File: src/rtl/miriscv_mem_arbiter_if.sv
// Bus bundle between the two core masters (fetch M0, LSU M1), the arbiter
// and the shared single-port memory. The arbiter uses the slave view; the
// surrounding environment (core, LSU, RAM or a bench) uses the master view.
interface miriscv_mem_arbiter_if #(
  parameter int ADDR_W = 32,
  parameter int DATA_W = 32
);
  logic                  m0_req;
  logic [ADDR_W-1:0]     m0_addr;
  logic                  m0_gnt;
  logic                  m0_rvalid;
  logic [DATA_W-1:0]     m0_rdata;

  logic                  m1_req;
  logic                  m1_we;
  logic [DATA_W/8-1:0]   m1_be;
  logic [ADDR_W-1:0]     m1_addr;
  logic [DATA_W-1:0]     m1_wdata;
  logic                  m1_gnt;
  logic                  m1_rvalid;
  logic [DATA_W-1:0]     m1_rdata;

  logic                  mem_req;
  logic                  mem_we;
  logic [DATA_W/8-1:0]   mem_be;
  logic [ADDR_W-1:0]     mem_addr;
  logic [DATA_W-1:0]     mem_wdata;
  logic [DATA_W-1:0]     mem_rdata;

  modport slave (
    input  m0_req, m0_addr,
    input  m1_req, m1_we, m1_be, m1_addr, m1_wdata,
    input  mem_rdata,
    output m0_gnt, m0_rvalid, m0_rdata,
    output m1_gnt, m1_rvalid, m1_rdata,
    output mem_req, mem_we, mem_be, mem_addr, mem_wdata
  );

  modport master (
    output m0_req, m0_addr,
    output m1_req, m1_we, m1_be, m1_addr, m1_wdata,
    output mem_rdata,
    input  m0_gnt, m0_rvalid, m0_rdata,
    input  m1_gnt, m1_rvalid, m1_rdata,
    input  mem_req, mem_we, mem_be, mem_addr, mem_wdata
  );
endinterface

File: src/rtl/miriscv_mem_arbiter.sv
// Two-master arbiter for the unified instruction/data RAM. One transaction
// is outstanding at a time; a new one may issue on the response cycle of the
// previous, giving one access per MEM_LATENCY cycles. LSU has priority, but
// the fetch port wins after STARVE_MAX consecutive LSU grants it waited on.
//
// state | meaning
// IDLE  | no transaction outstanding, issue allowed
// BUSY  | waiting for memory data; cnt_q==1 is the response cycle
module miriscv_mem_arbiter #(
  parameter int ADDR_W      = 32,
  parameter int DATA_W      = 32,
  parameter int MEM_LATENCY = 1,
  parameter int STARVE_MAX  = 4
) (
  input  logic                  clk_i,
  input  logic                  rst_n_i,
  miriscv_mem_arbiter_if.slave  bus
);

  localparam int CNT_W = (MEM_LATENCY < 2) ? 1 : $clog2(MEM_LATENCY + 1);
  localparam int STV_W = (STARVE_MAX < 2) ? 1 : $clog2(STARVE_MAX + 1);
  localparam logic [CNT_W-1:0] LAT_LD  = CNT_W'(MEM_LATENCY);
  localparam logic [STV_W-1:0] STV_TOP = STV_W'(STARVE_MAX);

  typedef enum logic {IDLE = 1'b0, BUSY = 1'b1} state_t;

  state_t              state_q, state_d;
  logic [CNT_W-1:0]    cnt_q, cnt_d;
  logic [STV_W-1:0]    starve_q, starve_d;
  logic                owner_q, owner_d;   // 0 = M0 (fetch), 1 = M1 (LSU)
  logic                we_q, we_d;

  logic                resp, can_issue, gnt0, gnt1;
  logic [ADDR_W-1:0]   addr_mux;
  logic [DATA_W/8-1:0] be_mux;
  logic [DATA_W-1:0]   wdata_mux;

  // State, latency counter, starve counter and owner registers.
  always_ff @(posedge clk_i) begin
    if (!rst_n_i) begin
      state_q  <= IDLE;
      cnt_q    <= '0;
      starve_q <= '0;
      owner_q  <= 1'b0;
      we_q     <= 1'b0;
    end else begin
      state_q  <= state_d;
      cnt_q    <= cnt_d;
      starve_q <= starve_d;
      owner_q  <= owner_d;
      we_q     <= we_d;
    end
  end

  // Issue window, arbitration, next-state and counter updates.
  always_comb begin
    state_d   = state_q;
    cnt_d     = cnt_q;
    starve_d  = starve_q;
    owner_d   = owner_q;
    we_d      = we_q;
    resp      = 1'b0;
    can_issue = 1'b0;
    gnt0      = 1'b0;
    gnt1      = 1'b0;

    case (state_q)
      IDLE:    can_issue = rst_n_i;
      BUSY: begin
        resp      = (cnt_q == CNT_W'(1));
        can_issue = rst_n_i && resp;
      end
      default: can_issue = 1'b0;
    endcase

    // Fetch wins when alone, or when the LSU has starved it long enough.
    if (can_issue && bus.m0_req && (!bus.m1_req || starve_q == STV_TOP)) begin
      gnt0 = 1'b1;
    end else if (can_issue && bus.m1_req) begin
      gnt1 = 1'b1;
    end

    if (gnt0 || gnt1) begin
      state_d = BUSY;
      cnt_d   = LAT_LD;
      owner_d = gnt1;
      we_d    = gnt1 && bus.m1_we;
    end else if (resp) begin
      state_d = IDLE;
      cnt_d   = '0;
    end else if (state_q == BUSY) begin
      cnt_d = cnt_q - CNT_W'(1);
    end

    if (!bus.m0_req || gnt0) begin
      starve_d = '0;
    end else if (gnt1 && starve_q != STV_TOP) begin
      starve_d = starve_q + STV_W'(1);
    end
  end

  // Memory-side payload mux; idle cycles drive zeros.
  always_comb begin
    addr_mux  = '0;
    be_mux    = '0;
    wdata_mux = '0;
    if (gnt1) begin
      addr_mux  = bus.m1_addr;
      be_mux    = bus.m1_be;
      wdata_mux = bus.m1_wdata;
    end else if (gnt0) begin
      addr_mux  = bus.m0_addr;
      be_mux    = '1;
    end
  end

  assign bus.m0_gnt    = gnt0;
  assign bus.m1_gnt    = gnt1;
  assign bus.mem_req   = gnt0 || gnt1;
  assign bus.mem_we    = gnt1 && bus.m1_we;
  assign bus.mem_be    = be_mux;
  assign bus.mem_addr  = addr_mux;
  assign bus.mem_wdata = wdata_mux;

  // Response goes only to the owner; write acks return zero data.
  assign bus.m0_rvalid = rst_n_i && resp && !owner_q;
  assign bus.m1_rvalid = rst_n_i && resp && owner_q;
  assign bus.m0_rdata  = (bus.m0_rvalid && !we_q) ? bus.mem_rdata : '0;
  assign bus.m1_rdata  = (bus.m1_rvalid && !we_q) ? bus.mem_rdata : '0;

endmodule

File: src/flat_wrapper.sv
// flat-port wrapper written by rule: the top's interface ports become plain ports
module miriscv_mem_arbiter_flat 
#(
  parameter int ADDR_W      = 32,
  parameter int DATA_W      = 32,
  parameter int MEM_LATENCY = 1,
  parameter int STARVE_MAX  = 4
)
  (clk_i, rst_n_i, bus_m0_req, bus_m0_addr, bus_m1_req, bus_m1_we, bus_m1_be, bus_m1_addr, bus_m1_wdata, bus_mem_rdata, bus_m0_gnt, bus_m0_rvalid, bus_m0_rdata, bus_m1_gnt, bus_m1_rvalid, bus_m1_rdata, bus_mem_req, bus_mem_we, bus_mem_be, bus_mem_addr, bus_mem_wdata);
  miriscv_mem_arbiter_if #(.ADDR_W(ADDR_W), .DATA_W(DATA_W)) bus_i ();
  input  logic clk_i;
  input  logic rst_n_i;
  input wire logic [$bits(bus_i.m0_req)-1:0] bus_m0_req;
  input wire logic [$bits(bus_i.m0_addr)-1:0] bus_m0_addr;
  input wire logic [$bits(bus_i.m1_req)-1:0] bus_m1_req;
  input wire logic [$bits(bus_i.m1_we)-1:0] bus_m1_we;
  input wire logic [$bits(bus_i.m1_be)-1:0] bus_m1_be;
  input wire logic [$bits(bus_i.m1_addr)-1:0] bus_m1_addr;
  input wire logic [$bits(bus_i.m1_wdata)-1:0] bus_m1_wdata;
  input wire logic [$bits(bus_i.mem_rdata)-1:0] bus_mem_rdata;
  output wire logic [$bits(bus_i.m0_gnt)-1:0] bus_m0_gnt;
  output wire logic [$bits(bus_i.m0_rvalid)-1:0] bus_m0_rvalid;
  output wire logic [$bits(bus_i.m0_rdata)-1:0] bus_m0_rdata;
  output wire logic [$bits(bus_i.m1_gnt)-1:0] bus_m1_gnt;
  output wire logic [$bits(bus_i.m1_rvalid)-1:0] bus_m1_rvalid;
  output wire logic [$bits(bus_i.m1_rdata)-1:0] bus_m1_rdata;
  output wire logic [$bits(bus_i.mem_req)-1:0] bus_mem_req;
  output wire logic [$bits(bus_i.mem_we)-1:0] bus_mem_we;
  output wire logic [$bits(bus_i.mem_be)-1:0] bus_mem_be;
  output wire logic [$bits(bus_i.mem_addr)-1:0] bus_mem_addr;
  output wire logic [$bits(bus_i.mem_wdata)-1:0] bus_mem_wdata;
  assign bus_i.m0_req = bus_m0_req;
  assign bus_i.m0_addr = bus_m0_addr;
  assign bus_i.m1_req = bus_m1_req;
  assign bus_i.m1_we = bus_m1_we;
  assign bus_i.m1_be = bus_m1_be;
  assign bus_i.m1_addr = bus_m1_addr;
  assign bus_i.m1_wdata = bus_m1_wdata;
  assign bus_i.mem_rdata = bus_mem_rdata;
  assign bus_m0_gnt = bus_i.m0_gnt;
  assign bus_m0_rvalid = bus_i.m0_rvalid;
  assign bus_m0_rdata = bus_i.m0_rdata;
  assign bus_m1_gnt = bus_i.m1_gnt;
  assign bus_m1_rvalid = bus_i.m1_rvalid;
  assign bus_m1_rdata = bus_i.m1_rdata;
  assign bus_mem_req = bus_i.mem_req;
  assign bus_mem_we = bus_i.mem_we;
  assign bus_mem_be = bus_i.mem_be;
  assign bus_mem_addr = bus_i.mem_addr;
  assign bus_mem_wdata = bus_i.mem_wdata;
  miriscv_mem_arbiter #(.ADDR_W(ADDR_W), .DATA_W(DATA_W), .MEM_LATENCY(MEM_LATENCY), .STARVE_MAX(STARVE_MAX)) u_core (.clk_i(clk_i), .rst_n_i(rst_n_i), .bus(bus_i));
endmodule
File: config.mk
export PLATFORM = sky130hd
export DESIGN_NAME = miriscv_mem_arbiter_flat
export DESIGN_NICKNAME = d
export VERILOG_FILES = /design/src/rtl/miriscv_mem_arbiter_if.sv /design/src/rtl/miriscv_mem_arbiter.sv /design/src/flat_wrapper.sv
export SDC_FILE = /design/constraint.sdc
export NUM_CORES = 1
export LEC_CHECK = 0
export CORE_AREA = 4 4 103 105
export CTS_CLUSTER_DIAMETER = 60
export DETAILED_ROUTE_END_ITERATION = 16
export DIE_AREA = 0 0 107 109
export PLACE_DENSITY = 0.72
export SLEW_MARGIN = 20
export SYNTH_ARGS = -nofsm -noshare
export SYNTH_HDL_FRONTEND = slang
export SYNTH_SLANG_ARGS = --single-unit
File: constraint.sdc
create_clock -name clk_i -period 2.2 [get_ports clk_i]
set_input_delay 0.44 -clock clk_i [delete_from_list [all_inputs] [get_ports clk_i]]
set_output_delay 0.44 -clock clk_i [all_outputs]
set_load 0.005 [all_outputs]
**After elaboration in Yosys (flattened, before gate mapping)**

Cells that the tools add are included.
W data, S select, Z words.

- Logic and storage cells: 49
- Register bits after elaboration: 7

- Add/sub/neg operators: 2
- Reduce and logical (&&, ||, !) cells: 21
- Muxes and demuxes: 17
- Equal/unequal tests: 2
- Bitwise gates (word level): 2

Operators by type and width:

| kind | count |
|---|---|
| $mux W32 | 5 |
| $logic_and A1 B1 Y1 | 11 |
| $mux W1 | 9 |
| $mux W4 | 2 |
| $logic_not A1 Y1 | 4 |
| $add A3 B1 Y3 const B | 1 |
| $eq A3 B3 Y1 const B | 1 |
| $logic_or A1 B1 Y1 | 3 |
| $ne A3 B3 Y1 const B | 1 |
| $reduce_bool A3 Y1 | 1 |
| $not A1 Y1 | 2 |
| $pmux W1 S2 | 1 |
| $reduce_bool A2 Y1 | 1 |
| $reduce_or A2 Y1 | 1 |
| $sub A1 B1 Y1 const B | 1 |

**Logic depth before layout (Yosys ltp)**

- Depth after elaboration: 7
- Depth in mapped cells: 6
- Gate-level depth less buffers: 5

**Least setup slack after synthesis**

OpenSTA, ideal clock, no wires.

- Path kind: register to output
- From: register u_core.starve_q[0]
- To: output port bus_mem_wdata[10]
- Cell stages (with the launch flop): 7
- Required time: 1760 ps
- Path slack: 415 ps
- Arrival time: 1345 ps
- Cells stage by stage: dfxtp_1 -> inv_1 -> ha_1 -> a21boi_4 -> o211a_4 -> buf_2 -> and2_1

- Longest elaborated chain between the ends: 5

Ends and longest elaborated chain:

| element | line | RTL |
|---|---|---|
| start, declared | miriscv_mem_arbiter.sv:29 | `logic [STV_W-1:0] starve_q, starve_d;` |
| start signal, assigned | miriscv_mem_arbiter.sv:49 | `starve_q <= starve_d;` |
| $eq A3 B3 Y1 | miriscv_mem_arbiter.sv:77 | `if (can_issue && bus.m0_req && (!bus.m1_req \|\| starve_q == STV_TOP)) begin` |
| $logic_or A1 B1 Y1 | miriscv_mem_arbiter.sv:77 |  |
| $logic_and A1 B1 Y1 | miriscv_mem_arbiter.sv:77 |  |
| $mux W1 | miriscv_mem_arbiter.sv:77 |  |
| $mux W32 | miriscv_mem_arbiter.sv:107 | `if (gnt1) begin` |
| end, declared | flat_wrapper.sv:31 | `output wire logic [$bits(bus_i.mem_wdata)-1:0] bus_mem_wdata;` |

No other way between the ends.

**Worst setup path in the final report**

- From: register u_core.starve_q[0]
- To: output port bus_mem_addr[24]

- Longest elaborated chain between the ends: 6
- Elaborated cells on any way between the ends: 7

Ends and longest elaborated chain:

| element | line | RTL |
|---|---|---|
| $eq A3 B3 Y1 (*) | miriscv_mem_arbiter.sv:77 |  |
| $logic_or A1 B1 Y1 (*) | miriscv_mem_arbiter.sv:77 |  |
| $logic_and A1 B1 Y1 (*) | miriscv_mem_arbiter.sv:77 |  |
| $mux W1 | miriscv_mem_arbiter.sv:77 |  |
| $mux W32 | miriscv_mem_arbiter.sv:111 | `end else if (gnt0) begin` |
| $mux W32 (*) | miriscv_mem_arbiter.sv:107 |  |
| end, declared | flat_wrapper.sv:30 | `output wire logic [$bits(bus_i.mem_addr)-1:0] bus_mem_addr;` |

Mark *: on every way between the ends. The rest lies on a longest branch, timed or not.

==> impl_metrics.env <==
export IMPL_run_status="finished, violations left"
export IMPL_violations="setup timing"
export IMPL_rsz_0062_raised_after_global_routing="yes"
export IMPL_detail_route_first_pass_iterations=4
export IMPL_power_after_layout_mw=1.062
export IMPL_grt_pass1_wl_microns=17680
export IMPL_worst_slew_pin_transition_ns=0.4313
export IMPL_postSynthCellCount=273
export IMPL_antenna_cells_inserted=0
export IMPL_maxSlewHeadroom=0.7119
export IMPL_synth_async_reset_ratio=0
export IMPL_timing_critical_path_arrival_ns=1.79
export IMPL_nets=739
export IMPL_h_tree_depth=1
export IMPL_global_route_usage_total=0.1913
export IMPL_post_synth_top_count_cell="sky130_fd_sc_hd__and2_1"
export IMPL_endpoint_kind="output pin"
export IMPL_finalWorstPathRequiredPeriod_ns=2.233
export IMPL_antenna_left=0
export IMPL_yosys_warnings=0
export IMPL_number_of_violations_reported_at_the_end_of_detailed_routing_iteration_0=123
export IMPL_cp_buffers_inverters=6
export IMPL_cp_max_fo=7
export IMPL_required_worst_endpoint_ns=1.76
export IMPL_worst_clock_skew_ns=0.004162
export IMPL_crit_type="reg2out"
export IMPL_power_report_internal_total_mw=0.7345
export IMPL_via_count_of_the_first_global_routing_pass=3326
export IMPL_synth_area_leader_cell="sky130_fd_sc_hd__and2_1"
export IMPL_grt_max_degree=35
export IMPL_drv_cap=0
export IMPL_library_cell_used_as_clock_root_buffer="sky130_fd_sc_hd__clkbuf_8"
export IMPL_period_share=1.015
export IMPL_floorplan_die_height_microns=109
export IMPL_worst_r2r_cell_count=8
export IMPL_cts_max_path_buffers=2
export IMPL_power_share_combinational=0.697
export IMPL_num_vias=3263
export IMPL_placement_setup_worst_slack_ns=-0.6108
export IMPL_timing_final_max_slew_violations=0
export IMPL_clk_latency_ns=0.23
export IMPL_post_route_cells_drive_above_1_share=0.3005
export IMPL_achievable_frequency_mhz=447.9
export IMPL_initial_core_util=0.1883
export IMPL_share_clk_of_total_power=0.171
export IMPL_antenna_violations_before_repair=0
export IMPL_route_final_wire_length_microns=12220
export IMPL_holdPathStages=2
export IMPL_path_delay_family="buffers and inverters"
export IMPL_globalRoute_totalOverflow=0
export IMPL_dpl_hpwl_microns=9048
export IMPL_timing_final_ws_setup_ns=-0.03268
export IMPL_via_per_inst=4.458
export IMPL_delay_of_the_slowest_cell_on_the_worst_path_ns=0.34
export IMPL_ir_worst_vdd_mv=0.2810
export IMPL_cts_hold_buffers_added=0
export IMPL_power_switching_mw=0.3274
export IMPL_worst_path_max_delay_cell="sky130_fd_sc_hd__dfxtp_2"
export IMPL_clock_sink_count=7
export IMPL_synthesis_nets=412
export IMPL_finalSetupViolCount=10
export IMPL_ioPinCount=275
export IMPL_post_route_util=0.5537
export IMPL_synth_largest_type_area_fraction=0.3411
export IMPL_cts_clk_slew_worst_paths_ns=0.04
export IMPL_classification_of_the_worst_slack_hold_path="reg2reg"
export IMPL_crit_path_cell_trace="inv_2, ha_4, a21boi_4, buf_12, nor2_4, buf_6, buf_16, buf_6, mux2i_1, buf_2"
export IMPL_avgRoutedWirePerCell_microns=16.70
export IMPL_power_switching_fraction=0.3083
export IMPL_crit_cells=10
export IMPL_synth_to_layout_area_growth_pct=194.0
export IMPL_synth_seq_area_share=0.07719
export IMPL_cts_tree="done"
export IMPL_die_width_microns=107
export IMPL_drc_errors=0
export IMPL_synth_top_flop_cell="sky130_fd_sc_hd__dfxtp_1"
export IMPL_synth_edff_count=0
export IMPL_synth_seq_cells=7
export IMPL_design_core_area_sq_mm=0.009639
export IMPL_synth_avg_cell_area_sq_um=6.650
export IMPL_synthTopCellsByCount="sky130_fd_sc_hd__and2_1 (99), sky130_fd_sc_hd__nand2_1 (34), sky130_fd_sc_hd__nand3_1 (33)"
export IMPL_power_density_mw_per_mm2=198.9
export IMPL_num_rows=36
export IMPL_sequentialPowerShare=0.133
export IMPL_power_leakage_nw=2.834
export IMPL_worst_path_most_repeated_cell="sky130_fd_sc_hd__buf_6"
export IMPL_netlist_area_sq_mm=0.001815
export IMPL_place_port_buffers=274
export IMPL_start_kind="flip-flop"
export IMPL_gp_congestion=0.7944
export IMPL_die_footprint_sq_mm=0.01166
export IMPL_hold_violations=0
export IMPL_ys_types=33
export IMPL_yosys_top_cells_area="sky130_fd_sc_hd__and2_1 (34%), sky130_fd_sc_hd__mux2i_1 (18%), sky130_fd_sc_hd__nand3_1 (9.1%)"
export IMPL_numCtsBuffers=3
==> final timing paths <==
path | start | to | slack (ns)
max | u_core.starve_q[0]$_SDFFE_PP0P_ | bus_mem_addr[24] | -0.03
min | u_core.cnt_q$_SDFFE_PN0P_ | u_core.cnt_q$_SDFFE_PN0P_ | 0.53
max reg2reg | u_core.starve_q[0]$_SDFFE_PP0P_ | u_core.starve_q[0]$_SDFFE_PP0P_ | 0.67
min reg2reg | u_core.cnt_q$_SDFFE_PN0P_ | u_core.cnt_q$_SDFFE_PN0P_ | 0.53
==> cell families after synthesis <==
| family | Yosys count | synth area share |
|---|---|---|
| AO/OA/AOI/OAI | 20 | 0.08339 |
| adder cells (fa/ha/maj) | 2 | 0.01378 |
| buffers and inverters | 29 | 0.08270 |
| flip-flops | 7 | 0.07719 |
| multiplexers | 32 | 0.1764 |
| AND/OR/NAND/NOR | 183 | 0.5665 |
==> repair_timing <==
action / CTS / global route
endpoints found under the setup margin: 138 / 91
resized for setup: 296 / 112
pin swaps: 14 / 16
buffers inserted: 24 / 10
cloned: 12 / 1
==> metrics by stage <==
stage	instances	hold WS [ns]	cell area, sq um	TNS (ns)
after floorplan	273	0.4613	1815	0
after global placement	687	0.4976	4895	-68.36
after detailed placement	687	0.5026	4895	-73.88
after CTS	725	0.5055	5241	-0.6417
after global routing	732	0.5517	5338	-2.241
final	732	0.5254	5338	-0.1136
==> sequential cells by signal (all words and copies together), names as in the netlist <==
register         flops
u_core.starve_q      3
u_core.cnt_q         1
u_core.owner_q       1
u_core.state_q       1
u_core.we_q          1
==> power groups by stage <==
stage / clock [mW] / combinational, mW / sequential, mW
final: 0.181 / 0.740 / 0.141
after detailed placement: 0 / 0.685 / 0.141
after floorplan: 0 / 0.195 / 0.140
after global routing: 0.197 / 0.796 / 0.142
after CTS: 0.183 / 0.728 / 0.140
after global placement: 0 / 0.675 / 0.140
==> tightest hold or removal path, cell delays in order (launching register included) <==
cell and delay (ns):
sky130_fd_sc_hd__dfxtp_4 0.36, sky130_fd_sc_hd__nand2b_1 0.07, sky130_fd_sc_hd__a21oi_1 0.06
==> per-layer routing <==
| metal | wire (microns) | track usage |
|---|---|---|
| met1 | 4046 | 0.1873 |
| met2 | 6815 | 0.3961 |
| met3 | 1073 | 0.04618 |
| met4 | 288 | 0.04840 |
| met5 | 0 | 0 |
==> cell usage in the layout (no fill, tap or decap), types with 3 or more instances in the layout <==
| cell type | synthesis | layout |
|---|---|---|
| sky130_fd_sc_hd__clkdlybuf4s15_1 | 0 | 13 |
| sky130_fd_sc_hd__buf_2 | 9 | 31 |
| sky130_fd_sc_hd__dlygate4sd2_1 | 0 | 43 |
| sky130_fd_sc_hd__clkbuf_2 | 3 | 22 |
| sky130_fd_sc_hd__buf_12 | 0 | 8 |
| sky130_fd_sc_hd__nand3_1 | 33 | 32 |
| sky130_fd_sc_hd__clkdlybuf4s50_1 | 0 | 135 |
| sky130_fd_sc_hd__buf_6 | 1 | 23 |
| sky130_fd_sc_hd__a21oi_1 | 8 | 8 |
| sky130_fd_sc_hd__clkdlybuf4s15_2 | 0 | 3 |
| sky130_fd_sc_hd__nand2_1 | 34 | 34 |
| sky130_fd_sc_hd__and2_4 | 0 | 17 |
| sky130_fd_sc_hd__buf_16 | 0 | 4 |
| sky130_fd_sc_hd__and2_1 | 99 | 82 |
| sky130_fd_sc_hd__o211a_4 | 1 | 7 |
| sky130_fd_sc_hd__dlymetal6s2s_1 | 0 | 15 |
| sky130_fd_sc_hd__clkbuf_8 | 0 | 3 |
| sky130_fd_sc_hd__a21o_1 | 4 | 4 |
| sky130_fd_sc_hd__buf_4 | 5 | 41 |
| sky130_fd_sc_hd__dfxtp_1 | 7 | 3 |
| sky130_fd_sc_hd__mux2i_1 | 32 | 31 |
==> area by class of cell <==
cell class | count | area (sq um)
repair buffers | 341 | 3237
well taps | 133 | 166.4
fillers | 936 | 4302
inverters | 4 | 15.01
clock inverters | 1 | 5.005
clock buffers | 3 | 41.29
multi-input cells | 243 | 1723
flip-flops and latches | 7 | 150.1
Note: power is estimated with default switching activity, not from simulation.
